File: src/rtl/dl_serial_subtractor.sv
`default_nettype none
// ============================================================================
//  Module      : dl_serial_subtractor
//  Description : Digit-serial unsigned/signed subtractor, DIGIT_BITS per cycle,
//                valid/ready handshake on both sides, borrow and overflow flags.
//  Revision    : 1.0 - initial release
// ============================================================================
module dl_serial_subtractor #(
    parameter int NUM_BITS   = 32,
    parameter int DIGIT_BITS = 8
) (
    input  logic                clk,
    input  logic                rst,
    input  logic                in_valid,
    output logic                in_ready,
    input  logic [NUM_BITS-1:0] a,
    input  logic [NUM_BITS-1:0] b,
    output logic                out_valid,
    input  logic                out_ready,
    output logic [NUM_BITS-1:0] diff,
    output logic                bout,
    output logic                ovf
);

    localparam int N     = NUM_BITS / DIGIT_BITS;
    localparam int CNT_W = $clog2(N + 1);
    localparam logic [CNT_W-1:0] LAST_CNT = CNT_W'(N - 1);

    typedef enum logic [1:0] {
        IDLE = 2'd0,
        BUSY = 2'd1,
        DONE = 2'd2
    } state_t;

    state_t              state_q;
    logic [NUM_BITS-1:0] a_q;
    logic [NUM_BITS-1:0] b_q;
    logic [NUM_BITS-1:0] diff_q;
    logic                borrow_q;
    logic                bout_q;
    logic                ovf_q;
    logic                a_msb_q;
    logic                b_msb_q;
    logic                in_ready_q;
    logic                out_valid_q;
    logic [CNT_W-1:0]    cnt_q;

    logic [DIGIT_BITS:0] sub_d;
    logic                last_d;

    // Extra top bit of the digit difference is the digit borrow-out.
    always_comb begin
        sub_d  = {1'b0, a_q[DIGIT_BITS-1:0]} - {1'b0, b_q[DIGIT_BITS-1:0]}
                 - {{DIGIT_BITS{1'b0}}, borrow_q};
        last_d = (cnt_q == LAST_CNT);
    end

    always_ff @(posedge clk or posedge rst) begin
        if (rst) begin
            state_q     <= IDLE;
            a_q         <= '0;
            b_q         <= '0;
            diff_q      <= '0;
            borrow_q    <= 1'b0;
            bout_q      <= 1'b0;
            ovf_q       <= 1'b0;
            a_msb_q     <= 1'b0;
            b_msb_q     <= 1'b0;
            in_ready_q  <= 1'b1;
            out_valid_q <= 1'b0;
            cnt_q       <= '0;
        end else begin
            case (state_q)
                IDLE: begin
                    if (in_valid) begin
                        a_q        <= a;
                        b_q        <= b;
                        a_msb_q    <= a[NUM_BITS-1];
                        b_msb_q    <= b[NUM_BITS-1];
                        borrow_q   <= 1'b0;
                        cnt_q      <= '0;
                        in_ready_q <= 1'b0;
                        state_q    <= BUSY;
                    end
                end
                BUSY: begin
                    diff_q[cnt_q*DIGIT_BITS +: DIGIT_BITS] <= sub_d[DIGIT_BITS-1:0];
                    borrow_q <= sub_d[DIGIT_BITS];
                    a_q      <= a_q >> DIGIT_BITS;
                    b_q      <= b_q >> DIGIT_BITS;
                    cnt_q    <= cnt_q + 1'b1;
                    if (last_d) begin
                        // Flags only change on the final digit so they stay
                        // coherent with the completed diff.
                        bout_q      <= sub_d[DIGIT_BITS];
                        ovf_q       <= (a_msb_q != b_msb_q) &&
                                       (sub_d[DIGIT_BITS-1] != a_msb_q);
                        out_valid_q <= 1'b1;
                        state_q     <= DONE;
                    end
                end
                DONE: begin
                    if (out_ready) begin
                        out_valid_q <= 1'b0;
                        in_ready_q  <= 1'b1;
                        state_q     <= IDLE;
                    end
                end
                default: begin
                    out_valid_q <= 1'b0;
                    in_ready_q  <= 1'b1;
                    state_q     <= IDLE;
                end
            endcase
        end
    end

    assign in_ready  = in_ready_q;
    assign out_valid = out_valid_q;
    assign diff      = diff_q;
    assign bout      = bout_q;
    assign ovf       = ovf_q;

endmodule
`default_nettype wire

File: config.mk
export PLATFORM = sky130hd
export DESIGN_NAME = dl_serial_subtractor
export DESIGN_NICKNAME = d
export VERILOG_FILES = /design/src/rtl/dl_serial_subtractor.sv
export SDC_FILE = /design/constraint.sdc
export NUM_CORES = 1
export LEC_CHECK = 0
export BUFFER_PORTS_ARGS = -buffer_cell sky130_fd_sc_hd__buf_2
export CELL_PAD_IN_SITES_DETAIL_PLACEMENT = 2
export CELL_PAD_IN_SITES_GLOBAL_PLACEMENT = 2
export CORE_MARGIN = 4
export CORE_UTILIZATION = 36
export CTS_BUF_LIST = sky130_fd_sc_hd__clkbuf_4 sky130_fd_sc_hd__clkbuf_8
export DETAILED_ROUTE_END_ITERATION = 12
export PLACE_DENSITY_LB_ADDON = 0.25
export SLEW_MARGIN = 20
export SYNTH_ARGS = -nofsm -noshare
export SYNTH_HDL_FRONTEND = slang
export SYNTH_SLANG_ARGS = --single-unit
File: constraint.sdc
create_clock -name clk -period 3.53 [get_ports clk]
set_input_delay 0.353 -clock clk [delete_from_list [all_inputs] [get_ports clk]]
set_output_delay 0.353 -clock clk [all_outputs]
set_load 0.02 [all_outputs]
# == Word-level counts from Yosys, hierarchy flattened ==
# Cells that the tools add are included.
# totals
register_bits,108
in_bits,68
word_cells,55
# op_classes
reduce_logical,9
add_sub_neg,4
n_shift,2
bitwise_logic,2
n_mux,18
n_eq_ne,8
# ops
op,n
32-bit case mux with 2 select lines,2
32-bit 2-to-1 mux,2
6-bit negation with 34-bit output,1
"8-bit by 34-bit variable shift with 32-bit output, first input constant",1
8-bit by 34-bit variable part select with 32-bit output,1
32-bit bitwise mux,1
3-bit AND reduction,3
8-bit by 8-bit subtractor with 9-bit output,1
9-bit by 1-bit subtractor with 9-bit output,1
2-bit 2-to-1 mux,3
"2-bit != test, second input constant",3
1-bit case mux with 3 select lines,2
2-bit case mux with 3 select lines,1
3-bit case mux with 2 select lines,1
2-bit AND reduction,3
1-bit 2-to-1 mux,4
"3-bit by 1-bit adder with 3-bit output, second input constant",1
"3-bit by 2-bit == test with 1-bit output, second input constant",1
3-bit 2-to-1 mux,1
"2-bit by 1-bit == test with 1-bit output, second input constant",1
"2-bit == test, second input constant",1
2-bit zero test,1
1-bit != test,2
1-bit NOT,2
3 further kinds,3

# == Longest topological paths before layout ==
# depth
depth_word,4
ltp_mapped,9
mapped_depth_nobuf,9

# == Worst setup path after synthesis ==
# OpenSTA, ideal clock, no wires.
# synth_path
path_kind,register -> register
start,register a_q[0]
end,register diff_q[7] (netlist: diff[7])
t_required_ns,3.405
stages_incl_launch_ff,8
setup_time_ns,0.125
path_buffers,0
setup_slack_ns,1.155
t_arrival_ns,2.251
cell_sequence,dfrtp_1 fa_1 ha_1 and2b_1 a21oi_1 or4_4 and2_2 mux2_2
# synth_between
elab_chain_cells,4
# synth_lines
element,line_no,rtl
"start, declared",36,logic [NUM_BITS-1:0] a_q;
"start signal, assigned",89,a_q <= a_q >> DIGIT_BITS;
8-bit by 8-bit subtractor with 9-bit output,53,"sub_d = {1'b0, a_q[DIGIT_BITS-1:0]} - {1'b0, b_q[DIGIT_BITS-1:0]}"
9-bit by 1-bit subtractor with 9-bit output,54,"- {{DIGIT_BITS{1'b0}}, borrow_q};"
8-bit by 34-bit variable part select with 32-bit output,87,diff_q[cnt_q*DIGIT_BITS +: DIGIT_BITS] <= sub_d[DIGIT_BITS-1:0];
32-bit bitwise mux,87,
"end signal, assigned by index",87,
"end, declared",38,logic [NUM_BITS-1:0] diff_q;
# No other way between the ends.
# A chain may end at the register's enable or synchronous reset.

# == Worst setup path after layout ==
# layout_path
start,register a_q[0]
end,register diff_q[6] (netlist: diff[6])
# The elaborated chain is that of the path after synthesis.

==> key figures <==
Clock tree
  – # hold bufs at CTS: 0
  – CTS tree: yes
  – Root buf cell: clkbuf_8
  – CTS H-Tree Depth: 3
  – Clock Path Buffers: 2
  – Worst-Skew Late Latency: slightly below 0.4 ns
  – Total CTS buffers: 9
  – Clk slew on worst S/H paths: 0.11 ns
  – Setup repair bufs after CTS: 0
  – Gates resized, CTS repair: 0
  – Clock Sinks: 108

STA
  – RSZ-0062 raised after global routing: false
  – Final Hold Fails: 0
  – Worst-margin pin slew: about 0.9 ns
  – Clock Skew: 0.00864 ns
  – Tmin final: between 2 and 3 ns
  – Final worst slack: 0.865 ns
  – WHS: 0.0766 ns
  – Slew Limit Fails: 0
  – Final setup violation count: 0
  – Final period util: 0.755
  – F_max: 0.375 GHz
  – Slew Limit Headroom: 0.404
  – Setup_tns: 0 ns

Finish
  – Share of layout cells above drive strength 1: 0.238
  – Design area: 0.00604 mm²
  – Most common cell after layout, fill and taps aside: dfrtp_1
  – Post-layout net count: 686
  – Utilization after layout: 0.434
  – Final Non-Filler Cells: approximately 780
  – Area grow syn2layout: 17.9%
  – Most frequent cells in the layout: 107 x dfrtp_1, 103 x buf_2, 102 x nand2_1
  – # fillers: between 1,500 and 2,000

Placement
  – Buffers on Ports: approximately 100
  – Post-detail-place hpwl: 10,700 µm
  – Pre-CTS setup slack: 0.900 ns
  – Placed insts: 764
  – Dpl cell area: 0.00581 mm²
  – Placer congestion estimate: 0.790

Critical path
  – Crit end category: flip-flop
  – Type of origin of the critical path: flip-flop
  – CP dominant cell by count: fa_1
  – Worst path cell trace: fa_1 -> fa_1 -> nand2b_1 -> a21oi_1 -> o21ai_0 -> xor2_1 -> mux2_2
  – CP Max Fanout: 4
  – CP Data Required Time: approximately 3.9 ns
  – Top Family by Delay on Critical Path: adder cells
  – Critical path data arrival time: between 2 and 3 ns
  – Worst path buffer plus inverter count: 0
  – Crit path largest cell delay: approximately 0.49 ns
  – Critical path class: flip-flop to flip-flop
  – CP max-delay cell: fa_1

Run status
  – Status: completed

Logic synthesis
  – Post-synth EDFFs: 0
  – Prevailing post-synth register cell: dfrtp_1
  – Ys async rst share: 1.00
  – Synth Instances: 503
  – Avg Cell Area, Syn: just over 10 µm²
  – Synth Register Bits: about 110
  – Syn. warnings: 0
  – Synth cell types: 46
  – Syn Std Cell Area: 0.00512 mm²
  – Seq/Total Area, Yosys: 0.528
  – Post-Syn Nets: 594

Job
  – Max Cap Viol: 0

Power and ir drop
  – LEAKAGE: 2.91 nW
  – Peak VDD IR: 384 µV
  – Overall power: between 5 and 6 mW
  – Pwr/cell area: 965 mW/mm²

Floorplan
  – Row count: 43
  – Starting Density: 0.368
  – Die Footprint: 0.0162 mm²
  – Core area: roughly 0.014 mm²
  – Num ports: between 100 and 150
  – Die width: 127 µm
  – Die Y: 127 µm

Routing
  – Antenna viol nets, final: 0
  – Drc violations: 0
  – 1st-iter DRT viols: 175
  – Drt first pass iters: 4
  – Routed WL per cell: 18.8 µm
  – Via density per instance: 5.15
  – DR vias: 4,029
  – WL final: ~15,000 µm

Global routing
  – Initial antenna violation count: 3
  – Vias in the first global route: 4,561
  – GRT overflow: 0
  – Tot GR Track Use: 0.188
  – Largest net degree at the start of global routing: 109
  – First-pass GRT wire length: 23,800 µm

Hold path
  – Worst hold path type: primary input to asynchronous set/reset pin
## final cells by class
type	count	area [µm²]	area share
clock buffers	9	124	0.0205
diodes	2	5.00	0.000828
inverters	28	108	0.0178
flip-flops and latches	108	2700	0.448
repair buffers	108	566	0.0936
multi-input cells	340	2210	0.366
clock inverters	7	98.8	0.0164
well taps	180	225	0.0373
## state kept, by name (all words and copies together), names as in the netlist
| register | cells |
|---|---|
| b_q | 32 |
| state_q | 2 |
| bout | 1 |
| borrow_q | 1 |
| diff | 32 |
| a_msb_q | 1 |
| b_msb_q | 1 |
| cnt_q | 3 |
| out_valid | 1 |
| a_q | 32 |
| ovf | 1 |
| in_ready | 1 |
## synth_stat cells (all sizes together) (2+ instances only)
cell,count,share of area
o21ai,72,0.070
mux2i,40,0.078
fa,2,0.0078
a22o,17,0.029
ha,21,0.051
nand4,3,0.0037
nand2,102,0.075
inv,28,0.021
mux2,7,0.015
nor2,17,0.012
nand3,7,0.0078
and2,2,0.0029
nand2b,2,0.0024
a21oi,13,0.013
clkbuf,16,0.012
dfrtp,107,0.52
nor3b,2,0.0039
o31ai,8,0.012
a211o,2,0.0034
buf,11,0.011
nor4b,2,0.0063
a21o,2,0.0032
xnor2,4,0.0068
xor2,2,0.0034
## metal layers
metal  global-route usage  wire [µm]  share of wire  up-vias
met1                0.235       6510           0.44     2030
met4               0.0726        308          0.021        4
met3               0.0372        632          0.043       23
met2                0.322       7200           0.49       75
li1                     -          -              -     1897
met5                    0         21         0.0014        -
## path summary, 6_finish.rpt
path / startpoint / to / slack, ns / depth (start not counted)
setup / recovery: a_q[0]$_DFFE_PP0P_ / diff[6]$_DFFE_PP0P_ / 0.86 / 7
hold / removal: rst / a_q[28]$_DFFE_PP0P_ / 0.08 / 3
setup reg to reg: a_q[0]$_DFFE_PP0P_ / diff[6]$_DFFE_PP0P_ / 0.86 / 7
hold reg to reg: diff[26]$_DFFE_PP0P_ / diff[26]$_DFFE_PP0P_ / 0.49 / 2
max in group asynchronous: rst / out_valid$_DFFE_PP0P_ / 2.99 / 3
min in group clk: a[24] / a_q[24]$_DFFE_PP0P_ / 0.16 / 3
## cell families (layout without fill, tap and decap cells)
family,Yosys count,count (layout),synth area share
other,0,2,0
xor gates and xnor gates,6,6,0.0103
muxes,47,47,0.0935
adders and majority gates,23,23,0.0591
buffers and inverters,55,152,0.0435
DFF,108,108,0.528
AOI/OAI and AO/OA,121,121,0.142
and+or+nand+nor,143,143,0.124
## power by group
part / switching [mW] / internal, mW / total (mW)
Sequential: 0.305 / 1.70 / 2.00
Combinational: 1.92 / 1.04 / 2.96
Clock: 0.460 / 0.405 / 0.865
Total: 2.69 / 3.14 / 5.83
## worst reg2reg max path, cell delays in order (launching register included)
cell and delay (ns):
dfrtp_1 0.43, fa_1 0.49, fa_1 0.44, nand2b_1 0.17, a21oi_1 0.29, o21ai_0 0.18, xor2_1 0.36, mux2_2 0.25
No activity file was read; power rests on OpenSTA's default activity.
